File: config.mk
export PLATFORM = sky130hd
export DESIGN_NAME = settle_timer
export DESIGN_NICKNAME = d
export VERILOG_FILES = /design/src/rtl/settle_timer.sv
export SDC_FILE = /design/constraint.sdc
export NUM_CORES = 1
export LEC_CHECK = 0
export BUFFER_PORTS_ARGS = -buffer_cell sky130_fd_sc_hd__buf_2
export CAP_MARGIN = 20
export CORE_AREA = 2 2 39 41
export DETAILED_ROUTE_END_ITERATION = 6
export DIE_AREA = 0 0 41 43
export SLEW_MARGIN = 20
export SYNTH_ARGS = -nofsm -noshare
export SYNTH_HDL_FRONTEND = slang
export SYNTH_SLANG_ARGS = --single-unit
File: constraint.sdc
create_clock -name clk -period 1.7 [get_ports clk]
set_input_delay 0.17 -clock clk [delete_from_list [all_inputs] [get_ports clk]]
set_output_delay 0.17 -clock clk [all_outputs]
set_load 0.01 [all_outputs]
File: src/rtl/settle_timer.sv
// settle_timer
//   Loadable down-counter. A load pulse presets the count to LOAD_VALUE; the
//   count then decrements once per cycle and parks at zero.
// Ports:
//   clk    in   clock
//   rst_n  in   asynchronous active-low reset
//   load   in   preset the count to LOAD_VALUE on the next edge
//   tc     out  terminal count, high while the count is zero
module settle_timer #(
  parameter int unsigned      WIDTH      = 4,
  parameter logic [WIDTH-1:0] LOAD_VALUE = '0
) (
  input  logic clk,
  input  logic rst_n,
  input  logic load,
  output logic tc
);

  logic [WIDTH-1:0] count;

  always_ff @(posedge clk or negedge rst_n) begin
    if (!rst_n) begin
      count <= '0;
    end else if (load) begin
      count <= LOAD_VALUE;
    end else if (count != '0) begin
      count <= count - 1'b1;
    end
  end

  assign tc = (count == '0);

endmodule

======== Word-level counts from Yosys, hierarchy flattened ========
Cells that the tools add are included.
Widths: inputs -> output; s select.
storage, ports and cells
  output and inout port bits .............. 1
  register bits after elaboration ......... 4
  input bits .............................. 3
  logic and storage cells ................. 7
cells by class
  muxes and demuxes ....................... 2
  add/subtract/negate cells ............... 1
  reductions and logical operators ........ 3
operators by type and width
  kind                 count
  $mux 4               2
  $logic_not 4->1      1
  $reduce_bool 4->1    1
  $sub 4x1->4 const B  1
  $reduce_bool 2->1    1

======== Logic depth before layout (Yosys ltp) ========
  word-level depth ........................ 3
  depth in mapped cells ................... 5
  depth with buffers taken out ............ 5

======== Worst setup path before layout ========
OpenSTA, ideal clock, no wires.
  path kind ............................... reg-to-reg
  start point ............................. register count[0]
  end point ............................... register count[0]
  slack ................................... 0.473 ns
  arrival ................................. 1.109 ns
  library setup time ...................... 0.119 ns
  stages on the path, launching flop included .. 6
  period minus slack after synthesis ...... 1.227 ns
  cells stage by stage .................... dfrtp_1 -> inv_1 -> ha_1 -> nor3b_4 -> xnor2_1 -> nor2_1
between the ends
  longest elaborated chain between the ends .. 3
  elaborated cells on any way between the ends .. 5
ends and longest elaborated chain
  what                      RTL line  RTL
  start: declaration        19        logic [WIDTH-1:0] count;
  start signal: assignment  27        count <= count - 1'b1;
  $sub 4x1->4               27
  $mux 4                    26        end else if (count != '0) begin
  $mux 4                    24        end else if (load) begin
Several ways; a longest one is shown, not always the timed one. The select of a mux whose other input is x is not followed.
A chain may end at the register's enable or synchronous reset.

======== Worst setup path in the final report ========
  start point ............................. register count[0]
  end point ............................... output port tc
between the ends
  longest elaborated chain between the ends .. 1
ends and longest elaborated chain
  what              RTL line  RTL
  $logic_not 4->1   31        assign tc = (count == '0);
  end: declaration  16        output logic tc
Every way passes these cells.

==> summary.txt <==
Outcome
  • Outcome: completed

Global routing
  • First-pass GRT wire length: roughly 630 um
  • Global Route met2 Usage: 0.0625
  • Layer with the highest usage: met4
  • M1 GR Usage: 0.0719
  • Initial antenna violation count: 0
  • Global-route track usage on met3: 0.0314
  • Vias in the first global route: approximately 170
  • Largest net degree at the start of global routing: 5
  • GRT Util Overall: 0.0636
  • GRT overflow: 0

Cells and area
  • Max FFs per register: 4
  • Synth-to-Final Area Change: 29.7%
  • Post-layout nets: 36
  • Biggest regs: count (4)
  • Area of the multi-input gates: around 120 um2
  • FF/Latch Area: 100 um2
  • Fraction of layout cells with a size suffix above 1: 0.241
  • Top reg by flops: count
  • Post-route cell area: 295 um2
  • Layout fillers: 152
  • Fin util: 0.213
  • Antenna cells: 0

STA
  • Fin. Hold Viols: 0
  • Setup_tns: 0 ns
  • Min Tclk post-route: approximately 1.5 ns
  • RSZ-0062 raised after global routing: no
  • Worst Skew: 0.00215 ns
  • Worst slew pin tran: 0.213 ns
  • Tcrit/Tclk final: 0.895
  • Final setup viols: 0
  • Fmax: 0.657 GHz
  • Pins over their slew limit: 0
  • Hold slack: roughly 0.15 ns
  • Slew HR: 0.858

Clock tree
  • CTS tree: built
  • Clk slew on worst S/H paths: 0.04 ns
  • # resized after CTS: 0
  • Post-CTS Setup Inserts: 0
  • CTS max path bufs: 2
  • Latest clock arrival within the worst-skew pair: 0.23 ns
  • TritonCTS Buffers: 3
  • Hold buffer count at cts: 1
  • H-tree Lvls: 1
  • Clk root buf: clkbuf_4
  • CTS Sinks: 4

Die
  • Initial Utilization: 0.165
  • Die height: 43 um
  • Die X: 41 um
  • Row count: 14
  • Core area: approximately 1400 um2
  • Ports: 4
  • DIE AREA: 1760 um2

Power
  • Worst vdd ir: around 0.00060 V
  • Pleak: 0.137 nW
  • PD cells: 1980 nW/um2
  • Total power: 0.584 mW

Worst setup path
  • Slowest stage delay, CP: about 0.37 ns
  • RR Startpoint: count[0]
  • Crit Path Max Fanout: 4
  • CP Cell Sequence: inv_1 -> ha_1 -> nor3b_4 -> buf_2
  • Worst Setup End Kind: output pin
  • Worst Path Class, Setup: reg -> out
  • Reg2reg end: count[0]
  • R2R cell count: 5
  • Slowest CP cell: dfrtp_1
  • CP startpoint kind: register
  • Setup crit start: count[0]
  • Worst EP required: 1.53 ns
  • Crit path arrival time: 1.35 ns
  • Reg-to-reg setup timing slack: 0.43 ns

Drt
  • Total Wirelength: 364 um
  • Via density per instance: 3.73
  • DR WL/cell: 8.09 um
  • Routed via count: 168
  • Pre-Repair DR Iteration Count: 4
  • Detailed Route Iter0 Violations: 4
  • DRC: 0
  • DRT antenna net count: 0

Synthesis
  • Synth cell count leaders: dfrtp_1 (4), nor2_1 (3), a21oi_1 (2), ha_1 (2), inv_1 (2)
  • Most numerous cell in the Yosys netlist: dfrtp_1
  • FF+latch count, synth: 4
  • Post-synth EDFFs: 0
  • Synth warnings: 0
  • Area leader, netlist: dfrtp_1
  • Post-Syn Nets: 27
  • Synth top area share: 0.440
  • Share of the yosys chip area belonging to registers: 0.440
  • Post-synthesis cell type count: 14
  • Top area cells in the synthesized netlist: dfrtp_1 (44%), ha_1 (11%), nor3b_4 (8.2%)
  • Ys flop type: dfrtp_1
  • Post-synthesis cell area: 228 um2
  • Asr flop ratio synth: 1.00
  • Synth Instances: 22
  • Average cell area after synthesis: 10.4 um2

Run
  • Maximum capacitance violations: 0

Worst hold path
  • Origin of the worst min-delay path: load
  • Hold Path Class: in -> reg
  • Worst Hold Path EP: count[3]
  • Hold Path Stages: 2

Placement
  • Port bufs: 3
  • Post-DP Area: about 260 um2
  • GPL Wtd Cong: 0.678
-- kinds of logic (layout without fill, tap and decap cells) --
logic type | count (synthesis) | in the layout | synth area share
compound gates | 2 | 2 | 0.0440
xor+xnor | 1 | 1 | 0.0385
fa+ha+maj | 2 | 2 | 0.110
buf+inv | 2 | 9 | 0.0330
flops | 4 | 4 | 0.440
mux | 1 | 1 | 0.0440
simple gates | 10 | 10 | 0.291
-- area by class of cell --
class	count	area share
Multi-Input combinational cell	16	0.407
Inverter	2	0.0254
Tap cell	16	0.0678
Sequential cell	4	0.339
Clock buffer	3	0.0763
Timing Repair Buffer	4	0.0847
-- worst max-delay path: cells and delay by family, from the launching register on --
family                     cells  cell delay [ns]
buffers and inverters          2             0.28
DFF                            1             0.37
adders and majority gates      1             0.21
and+or+nand+nor                1             0.26
-- how the worst max path moves through the flow --
stage | cells past startpoint | endpoint | slack, ns
after detailed placement | 4 | tc | 0.42
after CTS | 4 | tc | 0.16
after global placement | 5 | count[1] | 0.45
final | 4 | tc | 0.18
after floorplan | 5 | count[0] | 0.47
after global routing | 4 | tc | 0.08
-- metrics by stage --
stage | setup WS [ns] | cells
6_report | 0.179 | 45
5_1_grt | 0.0788 | 45
4_1_cts | 0.161 | 45
3_5_place_dp | 0.419 | 41
3_3_place_gp | 0.448 | 41
2_1_floorplan | 0.473 | 22
-- power by group --
| group | leakage [nW] | switching, mW | internal, mW |
|---|---|---|---|
| clock | 0.0138 | 0.0375 | 0.0789 |
| sequential | 0.0527 | 0.0415 | 0.136 |
| combinational | 0.0706 | 0.135 | 0.155 |
-- metal layers --
layer	vias up	routed length (um)
met5	-	0
met4	0	18
met3	2	20
met2	6	143
met1	75	182
li1	85	-
-- layout by cell type (no fill, tap or decap), types with 2 or more instances in the layout --
master / instances
dfrtp_1: 4
nor2_1: 3
clkbuf_4: 3
inv_1: 2
a21oi_1: 2
buf_2: 3
ha_1: 2
No activity file was read; power rests on OpenSTA's default activity.
